**src/rtl/enemy_draw_sequencer.sv**
```systemverilog
// Frame sequencer for the enemy sprite datapath: erase old sprites, load new coordinates, redraw.
// Optional frame divider is compiled in with ENEMY_SEQ_FRAME_DIV_EN.
module enemy_draw_sequencer #(
    parameter int NUM_SPRITES    = 10,
    parameter int PIX_PER_SPRITE = 25
`ifdef ENEMY_SEQ_FRAME_DIV_EN
    , parameter int FRAME_DIV    = 4
`endif
) (
    input  logic       clk,
    input  logic       reset,
    input  logic       frame_tick,
    input  logic       go,
    input  logic       halt,
    output logic       load_coord,
    output logic       enable,
    output logic [1:0] op,
    output logic       plot,
    output logic       busy,
    output logic       done,
    output logic       overrun,
    output logic [2:0] dbg_state
);
    localparam int TOTAL = NUM_SPRITES * PIX_PER_SPRITE;
    localparam int CW    = (TOTAL > 1) ? $clog2(TOTAL) : 1;

    typedef enum logic [2:0] {S_IDLE, S_ERASE, S_LOAD, S_DRAW, S_DONE} state_t;

    state_t        state_q, state_d;
    logic [CW-1:0] cnt_q, cnt_d;
    logic          first_pass_q, first_pass_d;
    logic          load_q, load_d, enable_q, enable_d, plot_q, plot_d;
    logic [1:0]    op_q, op_d;
    logic          busy_q, busy_d, done_q, done_d, overrun_q, overrun_d;
    logic          accept, start, run;

    assign accept = (state_q == S_IDLE) && frame_tick && go && !halt;

`ifdef ENEMY_SEQ_FRAME_DIV_EN
    localparam int DW = (FRAME_DIV > 1) ? $clog2(FRAME_DIV) : 1;
    logic [DW-1:0] div_q, div_d;

    always_comb begin
        div_d = div_q;
        if (accept) begin
            div_d = (div_q == DW'(FRAME_DIV - 1)) ? '0 : div_q + 1'b1;
        end
    end

    always_ff @(posedge clk or posedge reset) begin
        if (reset) div_q <= '0;
        else       div_q <= div_d;
    end

    assign start = accept && (div_q == '0);
`else
    assign start = accept;
`endif

    // The counter advances only on cycles where enable was actually presented,
    // so the datapath sees exactly TOTAL advances per phase regardless of halts.
    always_comb begin
        state_d      = state_q;
        cnt_d        = cnt_q;
        first_pass_d = first_pass_q;
        case (state_q)
            S_IDLE:  if (start) state_d = first_pass_q ? S_LOAD : S_ERASE;
            S_ERASE: if (enable_q) begin
                         if (cnt_q == CW'(TOTAL - 1)) begin
                             cnt_d   = '0;
                             state_d = S_LOAD;
                         end else begin
                             cnt_d = cnt_q + 1'b1;
                         end
                     end
            S_LOAD:  begin
                         first_pass_d = 1'b0;
                         state_d      = S_DRAW;
                     end
            S_DRAW:  if (enable_q) begin
                         if (cnt_q == CW'(TOTAL - 1)) begin
                             cnt_d   = '0;
                             state_d = S_DONE;
                         end else begin
                             cnt_d = cnt_q + 1'b1;
                         end
                     end
            S_DONE:  state_d = S_IDLE;
            default: state_d = S_IDLE;
        endcase
    end

    always_comb begin
        run       = ((state_d == S_ERASE) || (state_d == S_DRAW)) && !halt;
        load_d    = (state_d == S_LOAD);
        enable_d  = run;
        plot_d    = run;
        op_d      = (state_d == S_ERASE) ? 2'b01 : 2'b00;
        busy_d    = (state_d != S_IDLE);
        done_d    = (state_d == S_DONE);
        overrun_d = frame_tick && (state_q != S_IDLE);
    end

    always_ff @(posedge clk or posedge reset) begin
        if (reset) begin
            state_q      <= S_IDLE;
            cnt_q        <= '0;
            first_pass_q <= 1'b1;
            load_q       <= 1'b0;
            enable_q     <= 1'b0;
            plot_q       <= 1'b0;
            op_q         <= 2'b00;
            busy_q       <= 1'b0;
            done_q       <= 1'b0;
            overrun_q    <= 1'b0;
        end else begin
            state_q      <= state_d;
            cnt_q        <= cnt_d;
            first_pass_q <= first_pass_d;
            load_q       <= load_d;
            enable_q     <= enable_d;
            plot_q       <= plot_d;
            op_q         <= op_d;
            busy_q       <= busy_d;
            done_q       <= done_d;
            overrun_q    <= overrun_d;
        end
    end

    assign load_coord = load_q;
    assign enable     = enable_q;
    assign plot       = plot_q;
    assign op         = op_q;
    assign busy       = busy_q;
    assign done       = done_q;
    assign overrun    = overrun_q;
    assign dbg_state  = state_q;
endmodule

```
**config.mk**
```make
export PLATFORM = sky130hd
export DESIGN_NAME = enemy_draw_sequencer
export DESIGN_NICKNAME = d
export VERILOG_FILES = /design/src/rtl/enemy_draw_sequencer.sv
export SDC_FILE = /design/constraint.sdc
export NUM_CORES = 1
export LEC_CHECK = 0
export BUFFER_PORTS_ARGS = -buffer_cell sky130_fd_sc_hd__buf_2
export CORE_MARGIN = 10
export CORE_UTILIZATION = 53
export DETAILED_ROUTE_END_ITERATION = 6
export GPL_TIMING_DRIVEN = 0
export HOLD_SLACK_MARGIN = 0.12
export PLACE_DENSITY = 0.87
export SETUP_SLACK_MARGIN = 0.1
export SLEW_MARGIN = 20
export SYNTH_ARGS = -nofsm -noshare
export SYNTH_HDL_FRONTEND = slang
export SYNTH_SLANG_ARGS = --single-unit
```
**constraint.sdc**
```tcl
create_clock -name clk -period 1.7 [get_ports clk]
set_input_delay 0.34 -clock clk [delete_from_list [all_inputs] [get_ports clk]]
set_output_delay 0.34 -clock clk [all_outputs]
set_load 0.05 [all_outputs]
```
# Word-level counts from Yosys, hierarchy flattened
# Cells that the tools add are included.
[word_totals]
wordCells = 39
out_inout_bits = 11
input_bits = 5
reg_bits = 18
[classes]
mux = 9
reduce_logical = 12
add_sub_neg = 1
eq_ne = 8
[ops]
columns = ["cell", "n"]
rows = [
  ["$mux 3", 5],
  ["$eq 3x2->1 const B", 4],
  ["$pmux 3 s4", 1],
  ["$add 8x1->8 const B", 1],
  ["$eq 8x8->1 const B", 1],
  ["$mux 8", 1],
  ["$eq 3x1->1 const B", 2],
  ["$reduce_bool 3->1", 2],
  ["$logic_and 1x1->1", 5],
  ["$eq 3x3->1 const B", 1],
  ["$logic_not 3->1", 1],
  ["$mux 2", 1],
  ["$reduce_and 2->1", 1],
  ["$reduce_or 2->1", 1],
  ["$logic_not 1->1", 1],
  ["$logic_or 1x1->1", 1],
  ["$mux 1", 1],
]

# Depth between registers and ports, before layout
# Gate-level depths: netlist of the first run.
[depth]
word_depth = 9
depth_mapped = 5

# Least setup slack after synthesis of the first run
# Ideal clock, no wire load.
[synth_timing]
kind = "register to register"
from = "reg state_q[2], in the netlist dbg_state[2]"
to = "reg cnt_q[6]"
n_path_buf = 0
required_ns = 1.582
arrival_ns = 1.366
path_stages_with_launch = 4
setup_slack_ns = 0.216
cell_sequence = "dfrtp_1 > nand3b_2 > a211o_1 > a21o_1"
[synth_via]
elab_chain_len = 3
[synth_lines]
columns = ["item", "line", "source"]
rows = [
  ["start: declaration", "29", "state_t state_q, state_d;"],
  ["start signal: assignment", "117", "state_q <= state_d;"],
  ["$eq 3x2->1 / $eq 3x1->1 (equally long branches)", "66", "case (state_q)"],
  ["$reduce_or 2->1 (no source line) (*)", "-", ""],
  ["$reduce_and 2->1 (no source line) (*)", "-", ""],
  ["end signal: assignment", "118", "cnt_q <= cnt_d;"],
  ["end: declaration", "30", "logic [CW-1:0] cnt_q, cnt_d;"],
]
# Every way passes the cells marked *; elsewhere a longest branch is shown, timed or not.
# A chain may end at the register's enable or synchronous reset.

# Worst setup path after layout of the first run
[layout_timing]
from = "reg state_q[0], in the netlist dbg_state[0]"
to = "out dbg_state[0]"
[layout_lines]
columns = ["item", "line", "source"]
rows = [
  ["end: declaration", "22", "output logic [2:0] dbg_state"],
]
# No word-level cell between the ends.

==> summary.txt, run 1 <==
Floorplanning
  – Initial core utilization: ~55%
  – Total core area: 1710 um2
  – Ports: 16
  – DIE AREA: between 3000 and 4000 um2
  – Die X: between 60 and 70 um
  – Die Y: about 62 um
  – Site row count: 15

Clock tree
  – H-tree levels: 1
  – CTS Buf Count: 3
  – Root Driver: clkbuf_4
  – CTS tree: yes
  – Clk buf depth: 2
  – CTS Hold Bufs: 0
  – Setup Fix Bufs, Post-CTS: 0
  – Clk Latency, worst-skew pair: approximately 0.29 ns
  – Clk slew on worst S/H paths: approximately 0.1 ns
  – # resized after CTS: 0
  – Clk sink count: 18

Logic synthesis
  – Main combinational cell family by area after synthesis: simple AND/OR/NAND/NOR gates
  – Yosys reg bits: 18
  – Synth Flop Type: dfrtp_1
  – Post-synthesis xor/xnor area fraction: 0%
  – Synth Area per Inst: 10.5 um2
  – Syn Nets: between 90 and 100
  – Gate Count Post-Synth: 90
  – Yosys cell types: 39
  – Post-synth EDFFs: 0
  – Sequential-to-total area share from yosys stat: a little under half
  – Post-Synth Adder-Cell Area: roughly 2.7%
  – Synth warnings: 0
  – Synthesized area: 943 um2
  – Proportion of synthesized area in mux cells: 0%
  – Synth Area in Compound Gates: 19.2%
  – Synth Area in Simple Gates: between 20% and 30%
  – Synth async-reset ratio: 100%

Detailed routing
  – DR vias: 758
  – DRC Markers: 0
  – Final ANT Viol Nets: 0
  – Via/cell ratio: roughly 5.7
  – Pre-Repair DR Iteration Count: 4
  – DRT iter0 DRCs: 27
  – Average wire per standard cell: between 10 and 15 um
  – DRT Wirelength: slightly below 2000 um

Status
  – Status: finished, final reports clean

Placement
  – Detail Placement HPWL: approximately 1500 um
  – Routability cong.: around 0.86
  – PortBufs: 14

Worst setup path
  – Critical path peak fanout: 10
  – Worst r2r path cells: 5
  – CP max stage delay: 0.51 ns
  – Arrival time worst endpoint: between 1 and 1.5 ns
  – Worst reg2reg setup slack: 0.32 ns
  – Buf/Inv on CP: 1
  – Critical path depth: 1
  – WP data required: roughly 1.4 ns
  – Startpoint Class: flip-flop
  – CP endpoint kind: output port
  – CP cell instances: buf_2
  – CP Class: reg -> out
  – Top Family by Delay on Critical Path: flip-flops
  – Critical path's slowest cell: dfrtp_1

Timing
  – Max Freq: between 600 and 700 MHz
  – Final Slew Violations: 0
  – TNS Setup: 0 ns
  – Slew headroom: between 50 and 60%
  – Final hold vios: 0
  – Final number of setup-violating endpoints: 0
  – Period utilization: roughly 87%
  – Min cycle time layout: 1.47 ns
  – RSZ-0062 raised after global routing: no
  – Worst slew pin tran: between 0.6 and 0.7 ns
  – Final Skew: 0.00211 ns

GRT
  – Grt ovf: 0
  – Initial antenna violation count: 0
  – Tot GR Track Use: a little over a tenth
  – Vias in the first global route: just under 800
  – First-pass GRT wire length: between 3000 and 4000 um
  – Largest net degree at the start of global routing: 19

Min path
  – HP Class: in -> async

Layout
  – P&R area growth vs syn: 14.6%
  – Commonest non-fill, non-tap cell in the layout: dfrtp_1
  – Share of cells above drive strength 1: between 30% and 40%
  – Most frequent cells in the layout: dfrtp_1, buf_2, inv_1
  – Inserted Diodes: 0
  – Nets@finish: between 100 and 150
  – Final Core Density: ~63%

Power and ir drop
  – Power density cells: between 1000 and 1500 nW/um2
  – Peak supply drop: between 0.4 and 0.5 mV
  – Leak Pwr: 0.550 nW

Flow run
  – Max Cap Viol: 0
logic make-up (layout without fill, tap and decap cells):
group	count (synthesis)	count (layout)
other cells	1	1
fa+ha+maj	2	2
simple gates	33	33
flops	18	18
buf+inv	11	29
compound gates	25	25
per-stage QoR:
step | instances | hold slack [ns] | worst slack (ns) | area, um2 | power (W)
after global routing | 133 | 0.173 | 0.176 | 1080 | 0.00119
final | 133 | 0.122 | 0.227 | 1080 | 0.00111
after floorplan | 90 | 0.278 | 0.216 | 943 | 0.000792
after detailed placement | 129 | 0.441 | 0.343 | 1040 | 0.000855
after global placement | 129 | 0.438 | 0.381 | 1040 | 0.000838
after CTS | 133 | 0.147 | 0.229 | 1080 | 0.00112
per-layer routing:
layer  part of all wire [%]  global-route usage, %  vias up
met5                      0                      0        -
met4                    2.0                   6.86        0
met3                    3.8                   1.25        4
met2                     50                   18.2       19
met1                     44                   12.3      367
li1                       -                      -      368
power by group:
part / total [W] / internal (W) / switching (W) / leakage [nW]
clock: 0.000263 / 0.000131 / 0.000132 / 0.0210
combinational: 0.000291 / 0.000124 / 0.000167 / 0.311
sequential: 0.000557 / 0.000492 / 0.0000650 / 0.218
cell usage after synthesis, drive strengths merged, types with 3 or more instances:
library cell,n,area [um2]
o21ai,6,33.8
nand3,4,20.0
nand2,5,18.8
and3b,3,26.3
nor2,5,21.3
buf,5,38.8
o31ai,3,27.5
inv,6,22.5
a31oi,4,25.0
and3,5,32.5
dfrtp,17,425
flip-flops by register name (all words and copies together) (netlist names):
name and cells:
overrun 1, cnt_q 8, busy 1, dbg_state 3, load_coord 1, first_pass_q 1, op 1, done 1
plot 1
worst paths after layout:
check / to / startpoint
worst min-delay path: op[0] / reset
max in group asynchronous: cnt_q[4] / reset
worst min register to register: first_pass_q / first_pass_q
worst max register to register: dbg_state[1] / cnt_q[1]
worst max-delay path: dbg_state[0] / dbg_state[0]
min in group clk: plot / halt
area by class of cell:
cell class | count | area, um2
Buffer | 5 | 38.8
Tap cell | 25 | 31.3
Timing Repair Buffer | 14 | 70.1
Clock buffer | 4 | 36.3
Inverter | 6 | 22.5
Multi-Input combinational cell | 61 | 430
Sequential cell | 18 | 452
Fill cell | 139 | 627
No activity file was read; power rests on OpenSTA's default activity.
==> inputs of run 2 (changes only) <==
CORE_ASPECT_RATIO = 0.8   (was not set)
TNS_END_PERCENT = 30   (was not set)
==> summary.txt, run 2 (synthesis gave the netlist of run 1 again) <==
Detailed routing
  – Pre-Repair DR Iteration Count: 4 (unchanged)
  – DRT Wirelength: 1970 um (was 1980 um)
  – DR WL met3: 140 um (was 76 um)
  – Metal-1 WL: 933 um (was 873 um)
  – DRT iter0 DRCs: 22 (was 27)
  – Final ANT Viol Nets: 0 (unchanged)
  – DR vias: 755 (was 758)
  – DRC Markers: 0 (unchanged)
  – Via/cell ratio: 5.81 (was 5.70)
  – Top layer in use: met4 (unchanged)
  – Metal2 WL: 868 um (was 989 um)
  – Average wire per standard cell: 15.2 um (was 14.9 um)

Timing
  – Period utilization: 87.3% (was 86.7%)
  – Final number of setup-violating endpoints: 0 (unchanged)
  – Final worst-path setup slack: 0.215 ns (was 0.227 ns)
  – RSZ-0062 raised after global routing: no (unchanged)
  – Max Freq: 674 MHz (was 679 MHz)
  – Final Slew Violations: 0 (unchanged)
  – Slew headroom: 55.5% (was 55.1%)
  – Final Skew: 0.00176 ns (was 0.00211 ns)
  – Min cycle time layout: 1.48 ns (was 1.47 ns)
  – TNS Setup: 0 ns (unchanged)
  – Worst slew pin tran: 0.667 ns (was 0.673 ns)
  – Final hold vios: 0 (unchanged)

Worst setup path
  – Top Family by Delay on Critical Path: flip-flops (unchanged)
  – CP Class: reg -> out (unchanged)
  – Critical path peak fanout: 10 (unchanged)
  – CP max stage delay: 0.52 ns (was 0.51 ns)
  – Worst r2r path cells: 5 (unchanged)
  – WP data required: 1.36 ns (about the same)
  – Arrival time worst endpoint: 1.14 ns (was 1.13 ns)
  – CP cell instances: buf_2 (unchanged)
  – Worst reg2reg setup slack: 0.28 ns (was 0.32 ns)
  – Reg2reg end: plot (was dbg_state[1])
  – CP endpoint kind: output port (unchanged)
  – Startpoint Class: flip-flop (unchanged)
  – Critical path's slowest cell: dfrtp_1 (unchanged)
  – Buf/Inv on CP: 1 (unchanged)
  – Worst r2r src: cnt_q[1] (unchanged)

Clock tree
  – Clk Latency, worst-skew pair: 0.30 ns (was 0.29 ns)
  – CTS tree: yes (unchanged)
  – Clk slew on worst S/H paths: 0.10 ns (about the same)
  – Clk buf depth: 2 (unchanged)
  – CTS Hold Bufs: 0 (unchanged)
  – CTS Buf Count: 3 (unchanged)
  – Clk sink count: 18 (unchanged)
  – H-tree levels: 1 (unchanged)
  – Root Driver: clkbuf_4 (unchanged)
  – # resized after CTS: 0 (unchanged)
  – Setup Fix Bufs, Post-CTS: 0 (unchanged)

Layout
  – Max reg flops: 8 (unchanged)
  – Share of cells above drive strength 1: 31.5% (unchanged)
  – Nets@finish: 116 (unchanged)
  – Reg with most FFs: cnt_q (unchanged)
  – Most frequent cells in the layout: dfrtp_1, buf_2, inv_1 (unchanged)
  – Inserted Diodes: 0 (unchanged)
  – Final Core Density: 64.9% (was 63.3%)
  – P&R area growth vs syn: 14.2% (was 14.6%)
  – Commonest non-fill, non-tap cell in the layout: dfrtp_1 (unchanged)

Power and ir drop
  – Leak Pwr: 0.550 nW (unchanged)
  – Peak supply drop: 0.600 mV (was 0.478 mV)
  – Total power draw: 0.00112 W (was 0.00111 W)
  – Power density cells: 1040 nW/um2 (was 1030 nW/um2)

Placement
  – Detail Placement HPWL: 1470 um (was 1450 um)
  – PortBufs: 14 (unchanged)
  – Routability cong.: 0.822 (was 0.861)
  – Pre-CTS setup slack: 0.324 ns (was 0.343 ns)

Min path
  – HP Class: in -> async (unchanged)

Floorplanning
  – Ports: 16 (unchanged)
  – DIE AREA: 3880 um2 (was 3870 um2)
  – Total core area: 1660 um2 (was 1710 um2)
  – Die X: 67.2 um (was 62.2 um)
  – Initial core utilization: 56.9% (was 55.2%)
  – Site row count: 13 (was 15)
  – Die Y: 57.7 um (was 62.2 um)

GRT
  – Largest net degree at the start of global routing: 19 (unchanged)
  – Vias in the first global route: 700 (was 771)
  – Initial antenna violation count: 0 (unchanged)
  – Tot GR Track Use: 10.7% (about the same)
  – Grt ovf: 0 (unchanged)
  – First-pass GRT wire length: 3360 um (was 3490 um)

Flow run
  – Max Cap Viol: 0 (unchanged)

Status
  – Status: finished, final reports clean (unchanged)
run 2: cell counts in the layout (fill, tap and decap cells not counted):
Identical to the previous run, type by type.
run 2: worst max path at each step:
stage                  from           end  slack (ns)  depth (start not counted)
4_1_cts                plot          plot        0.21                          2
3_5_place_dp       cnt_q[1]          plot        0.32                          5
5_1_grt                plot          plot        0.16                          2
3_3_place_gp       cnt_q[1]      cnt_q[6]        0.38                          5
6_report       dbg_state[0]  dbg_state[0]        0.22                          1
2_1_floorplan  dbg_state[2]      cnt_q[6]        0.22                          3
run 2: layout make-up:
type / instances / area, um2
plain buffers: 5 / 38.8
inverters: 6 / 22.5
fillers: 140 / 582
clock buffers: 4 / 36.3
multi-input cells: 61 / 430
flip-flops and latches: 18 / 452
repair buffers: 14 / 70.1
well taps: 22 / 27.5
run 2: layer usage:
layer / vias up / GRT usage [%]
li1: 362 / -
met1: 363 / 15.1
met2: 25 / 15.1
met3: 5 / 3.07
met4: 0 / 3.51
met5: - / 0
run 2: metrics by stage:
stage                     hold slack [ns]  instances  area [um2]
final                               0.117        130        1080
after detailed placement            0.446        126        1040
after global routing                0.169        130        1080
after floorplan                     0.278         90         943
after CTS                           0.141        130        1080
after global placement              0.439        126        1040
run 2: report_power, final:
part	total (W)	switching (W)	internal [W]	leakage, nW
combinational	0.000296	0.000171	0.000125	0.311
sequential	0.000561	0.0000694	0.000492	0.218
clock	0.000266	0.000135	0.000131	0.0210
==> inputs of run 3 (changes only) <==
CORE_UTILIZATION = 48   (was 53)
PLACE_DENSITY = 0.84   (was 0.87)
clock period = 1.35 ns   (was 1.7 ns; I/O delays follow)
==> summary.txt, run 3 (synthesis gave the netlist of run 1 again) <==
Clock tree
  – CTS Buf Count: 3 (unchanged)
  – Clk slew on worst S/H paths: 0.10 ns (about the same)
  – H-tree levels: 1 (unchanged)
  – Root Driver: clkbuf_4 (unchanged)
  – CTS tree: yes (unchanged)
  – Clk buf depth: 2 (unchanged)
  – Clk Latency, worst-skew pair: 0.30 ns (about the same)
  – Clk sink count: 18 (unchanged)

Detailed routing
  – DRT Wirelength: 2680 um (was 1970 um)
  – DR vias: 836 (was 755)
  – DRC Markers: 0 (unchanged)
  – Final ANT Viol Nets: 0 (unchanged)
  – Via/cell ratio: 5.97 (was 5.81)
  – DRT iter0 DRCs: 95 (was 22)
  – Pre-Repair DR Iteration Count: 4 (unchanged)
  – Average wire per standard cell: 19.2 um (was 15.2 um)

Worst setup path
  – Critical path peak fanout: 3 (was 10)
  – Top Family by Delay on Critical Path: flip-flops (unchanged)
  – CP max stage delay: 0.57 ns (was 0.52 ns)
  – WP data required: 1.53 ns (was 1.36 ns)
  – Arrival time worst endpoint: 1.49 ns (was 1.14 ns)
  – CP endpoint kind: flip-flop (was output port)
  – CP cell instances: nor4bb_1 > o31ai_1 > nor2_1 (was buf_2)
  – Buf/Inv on CP: 0 (was 1)
  – Reg2reg end: dbg_state[0] (was plot)
  – Critical path's slowest cell: dfstp_2 (was dfrtp_1)
  – Worst r2r path cells: 3 (was 5)
  – Worst r2r src: first_pass_q (was cnt_q[1])
  – Worst reg2reg setup slack: 0.03 ns (was 0.28 ns)
  – CP Class: reg -> reg (was reg -> out)
  – Startpoint Class: flip-flop (unchanged)

Layout
  – P&R area growth vs syn: 33.4% (was 14.2%)
  – Register Area: 459 um2 (was 452 um2)
  – Reg with most FFs: cnt_q (unchanged)
  – Most frequent cells in the layout: buf_2, buf_4, dfrtp_1 (was dfrtp_1, buf_2, inv_1)
  – Nets@finish: 124 (was 116)
  – Inserted Diodes: 0 (unchanged)
  – Filler cell count: 127 (was 140)
  – Final Core Density: 67.2% (was 64.9%)
  – Area occupied by multi-input gates: 518 um2 (was 430 um2)
  – Share of cells above drive strength 1: 49.1% (was 31.5%)
  – Max reg flops: 8 (unchanged)

GRT
  – Largest net degree at the start of global routing: 19 (unchanged)
  – Grt ovf: 0 (unchanged)
  – Initial antenna violation count: 0 (unchanged)
  – Tot GR Track Use: 12.4% (was 10.7%)
  – Vias in the first global route: 828 (was 700)
  – First-pass GRT wire length: 4030 um (was 3360 um)

Floorplanning
  – Ports: 16 (unchanged)
  – Die X: 69.6 um (was 67.2 um)
  – DIE AREA: 4150 um2 (was 3880 um2)
  – Total core area: 1870 um2 (was 1660 um2)
  – Initial core utilization: 50.3% (was 56.9%)
  – Die Y: 59.7 um (was 57.7 um)
  – Site row count: 14 (was 13)

Timing
  – Period utilization: 97.6%
  – Min cycle time layout: between 1 and 1.5 ns
  – Final worst-path setup slack: 0.0326 ns (was 0.215 ns)
  – Final Skew: 0.00165 ns (was 0.00176 ns)
  – Final number of setup-violating endpoints: 0 (unchanged)
  – Slew headroom: 53.5% (was 55.5%)
  – Max Freq: 759 MHz
  – Final Slew Violations: 0 (unchanged)
  – RSZ-0062 raised after global routing: yes (was no)
  – Final hold vios: 0 (unchanged)
  – Worst slew pin tran: 0.697 ns (was 0.667 ns)

Placement
  – PortBufs: 14 (unchanged)
  – Routability cong.: 0.868 (was 0.822)
  – Detail Placement HPWL: 1690 um (was 1470 um)
  – Pre-CTS setup slack: -0.0180 ns (was 0.324 ns)

Min path
  – Worst Hold Path Cells: 2
  – HP Class: in -> reg (was in -> async)
  – Worst Hold Path EP: plot
  – HP Start: halt

Power and ir drop
  – Power density cells: 1280 nW/um2 (was 1040 nW/um2)
  – Peak supply drop: 0.732 mV (was 0.600 mV)
  – Leak Pwr: 0.585 nW (was 0.550 nW)

Status
  – Status: finished, final reports clean (unchanged)

Flow run
  – Max Cap Viol: 0 (unchanged)
## run 3: cell types whose count changed in the layout (fill, tap and decap cells not counted), moves of 2 or more
cell | previous run | this run
ha_1 | 2 | 0
dfrtp_1 | 17 | 11
buf_6 | 1 | 4
ha_4 | 0 | 2
dfrtp_2 | 0 | 6
buf_4 | 3 | 11
a41oi_2 | 0 | 2
buf_2 | 15 | 11
a41oi_1 | 2 | 0
## run 3: how the worst max path moves through the flow
stage,from,end,slack (ns),depth (start not counted)
floorplan,cnt_q[1],cnt_q[6],0.08,5
global route,first_pass_q,plot,0.002,3
global placement,cnt_q[0],cnt_q[6],0.01,4
detailed placement,cnt_q[1],cnt_q[6],-0.02,5
finish,first_pass_q,dbg_state[0],0.03,3
CTS,cnt_q[1],cnt_q[6],0.06,5
## run 3: layout make-up
type / count / share of cell area (%)
well taps: 24 / 2.39
clock buffers: 4 / 2.88
multi-input cells: 61 / 41.2
flip-flops and latches: 18 / 36.5
repair buffers: 22 / 12.2
inverters: 6 / 1.79
plain buffers: 5 / 3.08
## run 3: metal layers
| metal | GRT usage (%) | routed length [um] |
|---|---|---|
| met1 | 13.2 | 992 |
| met2 | 22.1 | 1450 |
| met3 | 1.99 | 167 |
| met4 | 9.17 | 77 |
| met5 | 0 | 0 |
## run 3: power by group
part / internal (W) / switching, W / leakage, nW / total [W]
clock network: 0.000165 / 0.000178 / 0.0210 / 0.000343
registers: 0.000623 / 0.000104 / 0.212 / 0.000728
logic: 0.000245 / 0.000299 / 0.352 / 0.000544
## run 3: timing repair
| action | in CTS | in global routing |
|---|---|---|
| gates resized for setup | 16 | 7 |
| endpoints found under the hold margin | 17 | 0 |
| hold buffers | 1 | 0 |
| setup endpoints to repair | 12 | 19 |
| cloned | 0 | 0 |
| pin swaps | 6 | 6 |
| buffers inserted | 7 | 0 |
## run 3: metrics by stage
step / hold WS, ns / total power, W / setup TNS [ns] / std cells / instance area, um2
floorplan: 0.208 / 0.00103 / 0 / 90 / 973
global placement: 0.391 / 0.00109 / 0 / 128 / 1070
detailed placement: 0.412 / 0.00112 / -0.0321 / 128 / 1070
CTS: 0.150 / 0.00156 / 0 / 140 / 1230
global route: 0.172 / 0.00170 / 0 / 140 / 1260
finish: 0.176 / 0.00161 / 0 / 140 / 1260
